### src/rtl/note_scheduler.sv
// Frame scheduler: buffers multi-track packets and plays each one as a frame of
// per-track notes. Define NOTE_SCHED_SUSTAIN_EN to hold notes on after an underrun.
module note_track (
    input  logic        clk,
    input  logic        reset,
    input  logic        load,
    input  logic        play,
    input  logic        tick,
    input  logic        park,
    input  logic [15:0] word_per,
    input  logic [7:0]  word_dur,
    output logic [15:0] period,
    output logic        note_en,
    output logic        note_start,
    output logic        expire
);
    logic [7:0] dur_cnt;
    logic [7:0] dur_dec;
    logic       park_en;

    assign dur_dec = (tick && dur_cnt != 8'd0) ? dur_cnt - 8'd1 : dur_cnt;
    // Looking at the post-tick value lets the frame end on the same edge the last note expires.
    assign expire  = (dur_dec == 8'd0);

`ifdef NOTE_SCHED_SUSTAIN_EN
    assign park_en = (period != 16'd0);
`else
    assign park_en = 1'b0;
`endif

    always_ff @(posedge clk) begin
        if (!reset) begin
            period     <= '0;
            dur_cnt    <= '0;
            note_en    <= 1'b0;
            note_start <= 1'b0;
        end else begin
            note_start <= load && (word_dur != 8'd0) && (word_per != 16'd0);
            if (load) begin
                period  <= word_per;
                dur_cnt <= word_dur;
                note_en <= (word_dur != 8'd0) && (word_per != 16'd0);
            end else if (play) begin
                dur_cnt <= dur_dec;
                note_en <= park ? park_en : ((dur_dec != 8'd0) && (period != 16'd0));
            end
        end
    end
endmodule

module note_scheduler #(
    parameter int NUM_TRACKS  = 4,
    parameter int PACKET_SIZE = 24,
    parameter int TICK_DIV    = 10000,
    parameter int FIFO_DEPTH  = 2
) (
    input  logic                              clk,
    input  logic                              reset,
    input  logic [NUM_TRACKS*PACKET_SIZE-1:0] pkt_data,
    input  logic                              pkt_valid,
    output logic                              pkt_ready,
    output logic [NUM_TRACKS*16-1:0]          period_out,
    output logic [NUM_TRACKS-1:0]             note_en,
    output logic [NUM_TRACKS-1:0]             note_start,
    output logic                              busy,
    output logic                              underrun
);
    localparam int PKT_W = NUM_TRACKS*PACKET_SIZE;
    localparam int PW    = $clog2(TICK_DIV);
    localparam int AW    = $clog2(FIFO_DEPTH);
    localparam int CW    = AW + 1;

    typedef enum logic [1:0] {IDLE, LOAD, PLAY} state_t;

    state_t                 state_q, state_d;
    logic [PKT_W-1:0]       mem [FIFO_DEPTH];
    logic [AW-1:0]          wr_ptr, rd_ptr;
    logic [CW-1:0]          count;
    logic [PKT_W-1:0]       head;
    logic [PW-1:0]          presc;
    logic [NUM_TRACKS-1:0]  expire;
    logic                   push, empty, all_exp, tick;
    logic                   load, play, park;

    assign pkt_ready = (count != CW'(FIFO_DEPTH));
    assign push      = pkt_valid && pkt_ready;
    assign empty     = (count == '0);
    assign head      = mem[rd_ptr];
    assign all_exp   = &expire;
    assign tick      = play && (presc == PW'(TICK_DIV-1));
    assign park      = play && all_exp && empty;

    always_ff @(posedge clk) begin
        if (push) mem[wr_ptr] <= pkt_data;
    end

    always_ff @(posedge clk) begin
        if (!reset) begin
            wr_ptr <= '0;
            rd_ptr <= '0;
            count  <= '0;
        end else begin
            if (push) wr_ptr <= wr_ptr + 1'b1;
            if (load) rd_ptr <= rd_ptr + 1'b1;
            if (push && !load)      count <= count + CW'(1);
            else if (!push && load) count <= count - CW'(1);
        end
    end

    always_ff @(posedge clk) begin
        if (!reset)     presc <= '0;
        else if (load)  presc <= '0;
        else if (play)  presc <= tick ? '0 : presc + PW'(1);
    end

    always_ff @(posedge clk) begin
        if (!reset)     underrun <= 1'b0;
        else if (park)  underrun <= 1'b1;
    end

    always_ff @(posedge clk) begin
        if (!reset) state_q <= IDLE;
        else        state_q <= state_d;
    end

    always_comb begin
        state_d = state_q;
        case (state_q)
            IDLE:    if (!empty) state_d = LOAD;
            LOAD:    state_d = PLAY;
            PLAY:    if (all_exp) state_d = empty ? IDLE : LOAD;
            default: state_d = IDLE;
        endcase
    end

    always_comb begin
        load = 1'b0;
        play = 1'b0;
        busy = 1'b0;
        case (state_q)
            LOAD:    begin load = 1'b1; busy = 1'b1; end
            PLAY:    begin play = 1'b1; busy = 1'b1; end
            default: ;
        endcase
    end

    // Track 0 lives in the most significant word of both the packet and period_out.
    for (genvar t = 0; t < NUM_TRACKS; t++) begin : g_trk
        localparam int LO = (NUM_TRACKS-1-t)*PACKET_SIZE;
        note_track u_trk (
            .clk        (clk),
            .reset      (reset),
            .load       (load),
            .play       (play),
            .tick       (tick),
            .park       (park),
            .word_per   (head[LO+PACKET_SIZE-1 -: 16]),
            .word_dur   (head[LO +: 8]),
            .period     (period_out[(NUM_TRACKS-1-t)*16 +: 16]),
            .note_en    (note_en[t]),
            .note_start (note_start[t]),
            .expire     (expire[t])
        );
    end
endmodule

### config.mk
export PLATFORM = sky130hd
export DESIGN_NAME = note_scheduler
export DESIGN_NICKNAME = d
export VERILOG_FILES = /design/src/rtl/note_scheduler.sv
export SDC_FILE = /design/constraint.sdc
export NUM_CORES = 1
export LEC_CHECK = 0
export ABC_CLOCK_PERIOD_IN_PS = 5500
export CELL_PAD_IN_SITES_DETAIL_PLACEMENT = 0
export CELL_PAD_IN_SITES_GLOBAL_PLACEMENT = 2
export CORE_ASPECT_RATIO = 1.75
export CORE_MARGIN = 2
export CORE_UTILIZATION = 30
export DETAILED_ROUTE_END_ITERATION = 10
export GPL_TIMING_DRIVEN = 0
export PLACE_DENSITY_LB_ADDON = 0.3
export SKIP_CTS_REPAIR_TIMING = 1
export SLEW_MARGIN = 30
export SYNTH_ARGS = -nofsm -noshare
export SYNTH_HDL_FRONTEND = slang
export SYNTH_HIERARCHICAL = 1
export SYNTH_SLANG_ARGS = --single-unit
### constraint.sdc
create_clock -name clk -period 5.5 [get_ports clk]
set_input_delay 0.825 -clock clk [delete_from_list [all_inputs] [get_ports clk]]
set_output_delay 0.825 -clock clk [all_outputs]
set_load 0.005 [all_outputs]
==> impl_results.html, run 1 <==
<table>
<tr><th>Metric</th><th>Value</th></tr>
<tr><th colspan="2">Timing</th></tr>
<tr><td>Fmax achieved</td><td>199 MHz</td></tr>
<tr><td>Worst slew margin</td><td>45.3%</td></tr>
<tr><td>Setup TNS Final</td><td>0 ns</td></tr>
<tr><td>Final Critical Period</td><td>5.04 ns</td></tr>
<tr><td>Setup-failing EPs final</td><td>0</td></tr>
<tr><td>Final max-slew violation count</td><td>0</td></tr>
<tr><td>Final period utilization</td><td>91.5%</td></tr>
<tr><td>Final hold violation count</td><td>0</td></tr>
<tr><td>Slew at the pin closest to its max-slew limit</td><td>0.821 ns</td></tr>
<tr><td>Worst clock skew on the final layout</td><td>0.0188 ns</td></tr>
<tr><td>Setup repair after global routing missed its margin</td><td>false</td></tr>
<tr><th colspan="2">Setup path</th></tr>
<tr><td>Count of buffering cells on the critical path with inverters included</td><td>3</td></tr>
<tr><td>Setup crit end kind</td><td>flop</td></tr>
<tr><td>Most numerous cell on the critical path</td><td>sky130_fd_sc_hd__nor3_1</td></tr>
<tr><td>Max stage delay cell, worst path</td><td>sky130_fd_sc_hd__or4_4</td></tr>
<tr><td>Data arrival time at the worst-slack endpoint</td><td>5.51 ns</td></tr>
<tr><td>Category of the worst setup path launch point</td><td>flop</td></tr>
<tr><td>WP data required</td><td>5.97 ns</td></tr>
<tr><td>Crit path cell chain</td><td>inv_1 &gt; ha_4 &gt; clkbuf_1 &gt; nand4_1 &gt; or4_4 &gt; clkinvlp_4 &gt; or3b_2 &gt; nor3_1 &gt; o32ai_1 &gt; nor4_1 &gt; and4_1 &gt; and3_2 &gt; nor3_1 &gt; o41ai_1 &gt; a21oi_1</td></tr>
<tr><td>Start-to-end type of the worst setup path</td><td>flop to flop</td></tr>
<tr><td>Path length in cells of the critical path</td><td>15</td></tr>
<tr><td>Family of cells with the greatest summed delay on the critical path</td><td>simple AND/OR/NAND/NOR gates</td></tr>
<tr><td>Number of cell instances on the worst register-to-register path</td><td>15</td></tr>
<tr><td>Maximum single-stage delay on the critical path</td><td>0.63 ns</td></tr>
<tr><td>Worst-path maximum fanout</td><td>24</td></tr>
<tr><th colspan="2">Synthesis</th></tr>
<tr><td>Seq cells post-synth</td><td>318</td></tr>
<tr><td>Synthesized Nets</td><td>1157</td></tr>
<tr><td>Gate count after technology mapping</td><td>1044</td></tr>
<tr><td>Most used flip-flop cell after synthesis</td><td>sky130_fd_sc_hd__edfxtp_1</td></tr>
<tr><td>Number of flops mapped to enable cells by yosys</td><td>192</td></tr>
<tr><td>Synthesis warning total</td><td>6</td></tr>
<tr><td>Count of distinct cell types in the synthesized netlist</td><td>50</td></tr>
<tr><td>Average footprint of a synthesized cell</td><td>13.0 um2</td></tr>
<tr><td>Netlist area before placement</td><td>13600 um2</td></tr>
<tr><td>FFs w/ async S/R, synth</td><td>0%</td></tr>
<tr><td>Sequential share of the synthesized area</td><td>61.1%</td></tr>
<tr><th colspan="2">Die</th></tr>
<tr><td>Area of the core</td><td>44800 um2</td></tr>
<tr><td>Area of the die</td><td>47000 um2</td></tr>
<tr><td>Horizontal die dimension</td><td>165 um</td></tr>
<tr><td>Initial core utilization</td><td>30.3%</td></tr>
<tr><td>Height of the die</td><td>285 um</td></tr>
<tr><td>Row count</td><td>103</td></tr>
<tr><td>Top-Level Pins</td><td>174</td></tr>
<tr><th colspan="2">Global routing</th></tr>
<tr><td>Initial antenna violation count</td><td>0</td></tr>
<tr><td>Number of global-route vias before repair</td><td>9491</td></tr>
<tr><td>GR Util All Layers</td><td>14.7%</td></tr>
<tr><td>Wire length of the first global-routing pass</td><td>53200 um</td></tr>
<tr><td>Aggregate global routing overflow</td><td>0</td></tr>
<tr><td>Largest net degree at the start of global routing</td><td>42</td></tr>
<tr><th colspan="2">CTS</th></tr>
<tr><td>Clock Sink Count</td><td>318</td></tr>
<tr><td>Insertion delay of the later-clocked pin in the worst-skew pair</td><td>0.60 ns</td></tr>
<tr><td>Number of buffers created by CTS</td><td>31</td></tr>
<tr><td>Clock-pin slew reported for the worst setup and hold paths after clock tree synthesis</td><td>0.07 ns</td></tr>
<tr><td>Clock tree from TritonCTS</td><td>done</td></tr>
<tr><td>Longest Clk Path Bufs</td><td>3</td></tr>
<tr><td>Root cell of the clock tree</td><td>sky130_fd_sc_hd__clkbuf_16</td></tr>
<tr><td>CTS HTree Levels</td><td>1</td></tr>
<tr><th colspan="2">Cells and area</th></tr>
<tr><td>Layout-stage area growth over the synthesis result</td><td>27.5%</td></tr>
<tr><td>Share of cells above drive strength 1</td><td>15.0%</td></tr>
<tr><td>Count of inserted antenna diode cells</td><td>0</td></tr>
<tr><td>Fill cell instance count of the final layout</td><td>4392</td></tr>
<tr><td>Final std cell area, no fill</td><td>17300 um2</td></tr>
<tr><td>Count of non-filler cells in the finished layout</td><td>1860</td></tr>
<tr><td>Count of nets after finishing</td><td>1371</td></tr>
<tr><th colspan="2">Power and ir drop</th></tr>
<tr><td>Power per standard cell area</td><td>483 nW/um2</td></tr>
<tr><td>Pleak</td><td>5.82 nW</td></tr>
<tr><td>Highest ir drop seen on vdd</td><td>0.284 mV</td></tr>
<tr><th colspan="2">Detailed routing</th></tr>
<tr><td>Remaining routing DRC violations</td><td>0</td></tr>
<tr><td>Vias</td><td>8905</td></tr>
<tr><td>Mean number of vias per cell</td><td>4.79</td></tr>
<tr><td>DRT Wirelength</td><td>34500 um</td></tr>
<tr><td>Violation count after the first detailed-route iteration</td><td>384</td></tr>
<tr><td>Number of nets still failing antenna checks after routing</td><td>0</td></tr>
<tr><td>Router iterations before antenna repair</td><td>4</td></tr>
<tr><td>Drt wl/cell</td><td>18.6 um</td></tr>
<tr><th colspan="2">Placement</th></tr>
<tr><td>PortBufs</td><td>173</td></tr>
<tr><td>Total half-perimeter wirelength after legalization and detailed placement</td><td>25500 um</td></tr>
<tr><td>Placement-stage cell area</td><td>16200 um2</td></tr>
<tr><td>Placed instance count</td><td>1802</td></tr>
<tr><td>Routability congestion estimate</td><td>0.750</td></tr>
<tr><th colspan="2">Job</th></tr>
<tr><td>Count of max-cap constraint violations</td><td>0</td></tr>
<tr><th colspan="2">Hold path</th></tr>
<tr><td>Type of the most critical hold path</td><td>flop to flop</td></tr>
<tr><td>Worst hold path stage count</td><td>1</td></tr>
<tr><th colspan="2">Status</th></tr>
<tr><td>Status</td><td>finished, final reports clean</td></tr>
</table>
[cell families after synthesis]
| kind of cell | count (synthesis) | share of synthesized area (%) |
|---|---|---|
| muxes | 177 | 13.9 |
| adders and majority gates | 14 | 1.29 |
| and+or+nand+nor | 315 | 13.4 |
| DFF | 318 | 61.1 |
| xor gates and xnor gates | 20 | 1.29 |
| buffers and inverters | 74 | 2.43 |
| AOI/OAI and AO/OA | 126 | 6.61 |
[registers in the layout, summed over array words and instances (netlist names), named ones only]
| register | count |
|---|---|
| wr_ptr | 1 |
| g_trk.u_trk/note_start | 4 |
| g_trk.u_trk/period | 64 |
| state_q | 2 |
| g_trk.u_trk/dur_cnt | 32 |
| g_trk.u_trk/note_en | 4 |
| underrun | 1 |
| count | 2 |
| presc | 14 |
| mem | 192 |
| rd_ptr | 1 |
[cells in the final DEF (no fill, tap or decap), types with 12 or more instances in the layout]
master                            netlist  layout
sky130_fd_sc_hd__o21ai_0               40      40
sky130_fd_sc_hd__mux2i_1               81      81
sky130_fd_sc_hd__mux2_2                96      96
sky130_fd_sc_hd__nor4_1                47      47
sky130_fd_sc_hd__clkbuf_1              24      32
sky130_fd_sc_hd__a31oi_1               12      12
sky130_fd_sc_hd__nor2_1                42      41
sky130_fd_sc_hd__clkbuf_16              0      32
sky130_fd_sc_hd__edfxtp_1             192     192
sky130_fd_sc_hd__a21oi_1               14      14
sky130_fd_sc_hd__inv_1                 32      31
sky130_fd_sc_hd__ha_1                  14      12
sky130_fd_sc_hd__xnor2_1               14      14
sky130_fd_sc_hd__dfxtp_1              126     126
sky130_fd_sc_hd__and2_1                21      21
sky130_fd_sc_hd__nor3_1                30      30
sky130_fd_sc_hd__nor2b_1               64      64
sky130_fd_sc_hd__clkdlybuf4s50_1        0     172
sky130_fd_sc_hd__nand2_1               40      40
[routing by layer]
layer  global-route usage, %  routed length, um  vias up
met5                       0                  0        -
li1                        -                  -     4351
met3                    2.05               1240       47
met2                    29.5              19600      164
met1                    15.1              12800     4343
met4                    4.85                898        0
[worst register-to-register path, cell delays in order (launching register included)]
cell,delay [ns]
sky130_fd_sc_hd__dfxtp_1,0.34
sky130_fd_sc_hd__inv_1,0.12
sky130_fd_sc_hd__ha_4,0.36
sky130_fd_sc_hd__clkbuf_1,0.39
sky130_fd_sc_hd__nand4_1,0.22
sky130_fd_sc_hd__or4_4,0.63
sky130_fd_sc_hd__clkinvlp_4,0.37
sky130_fd_sc_hd__or3b_2,0.51
sky130_fd_sc_hd__nor3_1,0.14
sky130_fd_sc_hd__o32ai_1,0.13
sky130_fd_sc_hd__nor4_1,0.53
sky130_fd_sc_hd__and4_1,0.39
sky130_fd_sc_hd__and3_2,0.38
sky130_fd_sc_hd__nor3_1,0.14
sky130_fd_sc_hd__o41ai_1,0.14
sky130_fd_sc_hd__a21oi_1,0.14
[synth_stat cells (all sizes together), types with 14 or more instances]
cell type	count	area share, %
edfxtp	192	42
dfxtp	126	19
mux2	96	8.0
mux2i	81	6.0
nor2b	64	3.0
nor4	47	2.2
o21ai	44	1.7
nor2	42	1.2
nand2	40	1.1
inv	32	0.89
nor3	30	1.1
clkbuf	24	0.66
and2	21	0.97
buf	18	0.89
a21oi	14	0.52
ha	14	1.3
xnor2	14	0.90
[worst paths after layout]
check              from                      to  slack, ns
max reg2reg  state_q[0]  g_trk[2].u_trk/note_en       0.46
min reg2reg    underrun                underrun       0.47
max          state_q[0]  g_trk[2].u_trk/note_en       0.46
min            underrun                underrun       0.47
[through the flow]
stage	utilization (%)	setup WS, ns	hold WS [ns]	total power, mW
final	38.6	0.465	0.465	8.35
after global routing	38.6	0.0913	0.481	8.84
after CTS	38.5	-0.319	0.472	8.51
after detailed placement	36.2	-0.330	0.456	6.27
after global placement	35.7	-3.56	0.452	6.23
after floorplan	-	0.0371	0.447	5.11
[cell type report]
type	instances	area, um2	area share, %
Clock buffer	40	831	4.80
Inverter	32	124	0.716
Buffer	42	210	1.22
Clock inverter	18	213	1.23
Tap cell	577	722	4.17
Timing Repair Buffer	181	1930	11.2
Sequential cell	318	8290	47.9
Multi-Input combinational cell	652	4980	28.8
[power breakdown]
group          total [mW]  switching (mW)  leakage [nW]  internal (mW)
clock                2.20           0.938         0.499           1.26
sequential           3.31           0.295          2.82           3.01
combinational        2.85            1.47          2.50           1.38
No activity file was read; power rests on OpenSTA's default activity.
==> run 2, diff against run 1 <==
--- a/config.mk
+++ b/config.mk
@@ -6,6 +6,7 @@
 export NUM_CORES = 1
 export LEC_CHECK = 0
 export ABC_CLOCK_PERIOD_IN_PS = 5500
+export CAP_MARGIN = 20
 export CELL_PAD_IN_SITES_DETAIL_PLACEMENT = 0
 export CELL_PAD_IN_SITES_GLOBAL_PLACEMENT = 2
 export CORE_ASPECT_RATIO = 1.75
@@ -14,6 +15,7 @@
 export DETAILED_ROUTE_END_ITERATION = 10
 export GPL_TIMING_DRIVEN = 0
 export PLACE_DENSITY_LB_ADDON = 0.3
+export SETUP_SLACK_MARGIN = 0.4
 export SKIP_CTS_REPAIR_TIMING = 1
 export SLEW_MARGIN = 30
 export SYNTH_ARGS = -nofsm -noshare
==> run 2 against run 1 <==
Effect of this change:
- sequential share of layout area is 0.31 points lower
- global-route usage is 0.13 points lower
- non-clock buffer count unchanged
- critical path depth stayed put
- die area unchanged
- clock skew increased by 0.011 ns
- via count rose by 0.47%
- count of clock-buffer cells in the layout up 6
- wire length is 0.11% higher
- sequential power about the same
- highest routed layer unchanged
==> impl_results.html, run 2 (synthesized netlist as in run 1, its figures left out) <==
<table>
<tr><th>Metric</th><th>Value</th></tr>
<tr><th colspan="2">CTS</th></tr>
<tr><td>Insertion delay of the later-clocked pin in the worst-skew pair</td><td>0.53 ns (-0.07 ns)</td></tr>
<tr><td>Number of buffers created by CTS</td><td>34 (+9.7%)</td></tr>
<tr><td>Longest Clk Path Bufs</td><td>3 (unchanged)</td></tr>
<tr><td>Clock Sink Count</td><td>318 (unchanged)</td></tr>
<tr><td>Clock tree from TritonCTS</td><td>done</td></tr>
<tr><td>Root cell of the clock tree</td><td>sky130_fd_sc_hd__clkbuf_16</td></tr>
<tr><td>CTS HTree Levels</td><td>2 (+1)</td></tr>
<tr><td>Clock-pin slew reported for the worst setup and hold paths after clock tree synthesis</td><td>0.06 ns (about the same)</td></tr>
<tr><th colspan="2">Setup path</th></tr>
<tr><td>Maximum single-stage delay on the critical path</td><td>0.63 ns (about the same)</td></tr>
<tr><td>Most numerous cell on the critical path</td><td>sky130_fd_sc_hd__nor3_1</td></tr>
<tr><td>Crit path cell chain</td><td>inv_1 &gt; ha_4 &gt; clkbuf_2 &gt; nand4_1 &gt; or4_4 &gt; clkinvlp_4 &gt; or3b_2 &gt; nor3_1 &gt; o32ai_1 &gt; nor4_1 &gt; and4_1 &gt; and3_2 &gt; nor3_1 &gt; o41ai_1 &gt; a21oi_1</td></tr>
<tr><td>Number of cell instances on the worst register-to-register path</td><td>15 (unchanged)</td></tr>
<tr><td>Max stage delay cell, worst path</td><td>sky130_fd_sc_hd__or4_4</td></tr>
<tr><td>Worst setup startpoint</td><td>state_q[0]</td></tr>
<tr><td>Start-to-end type of the worst setup path</td><td>flop to flop</td></tr>
<tr><td>Setup crit end kind</td><td>flop</td></tr>
<tr><td>FF-to-FF setup slack</td><td>0.81 ns (+0.35 ns)</td></tr>
<tr><td>Path length in cells of the critical path</td><td>15 (unchanged)</td></tr>
<tr><td>WP data required</td><td>5.88 ns (-0.09 ns)</td></tr>
<tr><td>Data arrival time at the worst-slack endpoint</td><td>5.06 ns (-0.45 ns)</td></tr>
<tr><td>Worst-path maximum fanout</td><td>21 (-13%)</td></tr>
<tr><td>Last element of the critical path</td><td>g_trk[1].u_trk/note_en</td></tr>
<tr><td>Reg-to-reg endpoint</td><td>g_trk[1].u_trk/note_en</td></tr>
<tr><td>Startpoint of the most critical register-to-register path</td><td>state_q[0]</td></tr>
<tr><td>Family of cells with the greatest summed delay on the critical path</td><td>simple AND/OR/NAND/NOR gates</td></tr>
<tr><td>Count of buffering cells on the critical path with inverters included</td><td>3 (unchanged)</td></tr>
<tr><td>Category of the worst setup path launch point</td><td>flop</td></tr>
<tr><th colspan="2">Detailed routing</th></tr>
<tr><td>DRT Wirelength</td><td>34600 um (+0.11%)</td></tr>
<tr><td>Drt wl/cell</td><td>18.5 um (-0.16%)</td></tr>
<tr><td>Number of nets still failing antenna checks after routing</td><td>0 (unchanged)</td></tr>
<tr><td>Mean number of vias per cell</td><td>4.80 (+0.20%)</td></tr>
<tr><td>Router iterations before antenna repair</td><td>6 (+2)</td></tr>
<tr><td>Violation count after the first detailed-route iteration</td><td>331 (-14%)</td></tr>
<tr><td>Vias</td><td>8947 (+0.47%)</td></tr>
<tr><td>Remaining routing DRC violations</td><td>0 (unchanged)</td></tr>
<tr><th colspan="2">Die</th></tr>
<tr><td>Horizontal die dimension</td><td>165 um (unchanged)</td></tr>
<tr><td>Height of the die</td><td>285 um (unchanged)</td></tr>
<tr><td>Top-Level Pins</td><td>174 (unchanged)</td></tr>
<tr><td>Area of the core</td><td>44800 um2 (unchanged)</td></tr>
<tr><td>Area of the die</td><td>47000 um2 (unchanged)</td></tr>
<tr><td>Row count</td><td>103 (unchanged)</td></tr>
<tr><td>Initial core utilization</td><td>30.3% (unchanged)</td></tr>
<tr><th colspan="2">Timing</th></tr>
<tr><td>Fmax achieved</td><td>213 MHz (+7.4%)</td></tr>
<tr><td>Final max-slew violation count</td><td>0 (unchanged)</td></tr>
<tr><td>Setup TNS Final</td><td>0 ns (unchanged)</td></tr>
<tr><td>Minimum setup slack in the final design</td><td>0.812 ns (+0.347 ns)</td></tr>
<tr><td>Final period utilization</td><td>85.2% (-6.3 points)</td></tr>
<tr><td>Final hold violation count</td><td>0 (unchanged)</td></tr>
<tr><td>Final Critical Period</td><td>4.69 ns (-0.347 ns)</td></tr>
<tr><td>Setup-failing EPs final</td><td>0 (unchanged)</td></tr>
<tr><td>Slew at the pin closest to its max-slew limit</td><td>0.885 ns (+0.0643 ns)</td></tr>
<tr><td>Setup repair after global routing missed its margin</td><td>false</td></tr>
<tr><td>Worst clock skew on the final layout</td><td>0.0302 ns (+0.0114 ns)</td></tr>
<tr><td>Worst slew margin</td><td>41.0% (-4.3 points)</td></tr>
<tr><th colspan="2">Hold path</th></tr>
<tr><td>Worst hold path stage count</td><td>1 (unchanged)</td></tr>
<tr><td>Type of the most critical hold path</td><td>flop to flop</td></tr>
<tr><th colspan="2">Placement</th></tr>
<tr><td>Worst slack at placement</td><td>-0.240 ns (+0.0904 ns)</td></tr>
<tr><td>PortBufs</td><td>173 (unchanged)</td></tr>
<tr><td>Routability congestion estimate</td><td>0.743 (-0.95%)</td></tr>
<tr><td>Total half-perimeter wirelength after legalization and detailed placement</td><td>25200 um (-1.0%)</td></tr>
<tr><td>Placed instance count</td><td>1802 (unchanged)</td></tr>
<tr><th colspan="2">Global routing</th></tr>
<tr><td>GR Util All Layers</td><td>14.6% (-0.13 points)</td></tr>
<tr><td>Number of global-route vias before repair</td><td>9350 (-1.5%)</td></tr>
<tr><td>Wire length of the first global-routing pass</td><td>52600 um (-1.1%)</td></tr>
<tr><td>Aggregate global routing overflow</td><td>0 (unchanged)</td></tr>
<tr><td>Largest net degree at the start of global routing</td><td>37 (-12%)</td></tr>
<tr><td>Initial antenna violation count</td><td>0 (unchanged)</td></tr>
<tr><th colspan="2">Cells and area</th></tr>
<tr><td>Registers with the most flip-flops</td><td>mem x192, g_trk.u_trk/period x64, g_trk.u_trk/dur_cnt x32</td></tr>
<tr><td>Register ranked first by flip-flop count</td><td>mem</td></tr>
<tr><td>Final core utilization</td><td>38.8% (+0.25 points)</td></tr>
<tr><td>Largest register FFs</td><td>192 (unchanged)</td></tr>
<tr><td>Most common cell after layout, fill and taps aside</td><td>sky130_fd_sc_hd__edfxtp_1</td></tr>
<tr><td>Commonest cells after routing, fill and taps aside</td><td>192 x sky130_fd_sc_hd__edfxtp_1, 172 x sky130_fd_sc_hd__clkdlybuf4s50_1, 126 x sky130_fd_sc_hd__dfxtp_1</td></tr>
<tr><td>Count of nets after finishing</td><td>1375 (+0.29%)</td></tr>
<tr><td>Layout-stage area growth over the synthesis result</td><td>28.3%</td></tr>
<tr><td>Fill cell instance count of the final layout</td><td>4336 (-1.3%)</td></tr>
<tr><td>Count of inserted antenna diode cells</td><td>0 (unchanged)</td></tr>
<tr><td>Share of cells above drive strength 1</td><td>15.6% (+0.56 points)</td></tr>
<tr><td>Count of non-filler cells in the finished layout</td><td>1865 (+0.27%)</td></tr>
<tr><th colspan="2">Job</th></tr>
<tr><td>Count of max-cap constraint violations</td><td>0 (unchanged)</td></tr>
<tr><th colspan="2">Power and ir drop</th></tr>
<tr><td>Final total power</td><td>8.51 mW (+1.9%)</td></tr>
<tr><td>Pleak</td><td>5.88 nW (+0.98%)</td></tr>
<tr><td>Highest ir drop seen on vdd</td><td>0.303 mV (+6.7%)</td></tr>
<tr><td>Power per standard cell area</td><td>489 nW/um2 (+1.2%)</td></tr>
<tr><th colspan="2">Status</th></tr>
<tr><td>Status</td><td>finished, final reports clean</td></tr>
</table>
[run 2: how the worst min path moves through the flow]
stage | slack, ns | end | from
6_report | 0.47 | underrun | underrun
5_1_grt | 0.50 | underrun | underrun
4_1_cts | 0.48 | underrun | underrun
3_5_place_dp | 0.46 | underrun | underrun
3_3_place_gp | 0.45 | underrun | underrun
2_1_floorplan | 0.45 | presc[1] | presc[1]
[run 2: report_power, final]
part / internal (mW) / switching (mW) / total, mW
Sequential: 3.01 / 0.296 / 3.31
Clock: 1.38 / 0.959 / 2.34
Combinational: 1.38 / 1.48 / 2.86
Total: 5.78 / 2.73 / 8.51
[run 2: per-stage QoR]
| stage | cell area, um2 | hold slack [ns] |
|---|---|---|
| 5_1_grt | 17400 | 0.502 |
| 4_1_cts | 17400 | 0.478 |
| 2_1_floorplan | 13600 | 0.447 |
| 3_3_place_gp | 16000 | 0.454 |
| 3_5_place_dp | 16200 | 0.463 |
| 6_report | 17400 | 0.475 |
[run 2: per-layer routing]
| metal | track usage, % | vias up | part of all wire, % |
|---|---|---|---|
| met2 | 28.6 | 183 | 56 |
| li1 | - | 4355 | - |
| met5 | 0 | - | 0 |
| met4 | 5.48 | 0 | 2.9 |
| met1 | 15.2 | 4357 | 37 |
| met3 | 2.12 | 52 | 3.7 |
[run 2: layout make-up]
cell class | count | area (um2) | share of cell area [%]
Sequential cell | 318 | 8290 | 47.6
Multi-Input combinational cell | 652 | 4990 | 28.6
Timing Repair Buffer | 181 | 1930 | 11.1
Clock buffer | 46 | 957 | 5.50
Tap cell | 577 | 722 | 4.15
Buffer | 42 | 211 | 1.21
Clock inverter | 16 | 188 | 1.08
Inverter | 32 | 124 | 0.711
Timing Repair inverter | 1 | 5.00 | 0.0287
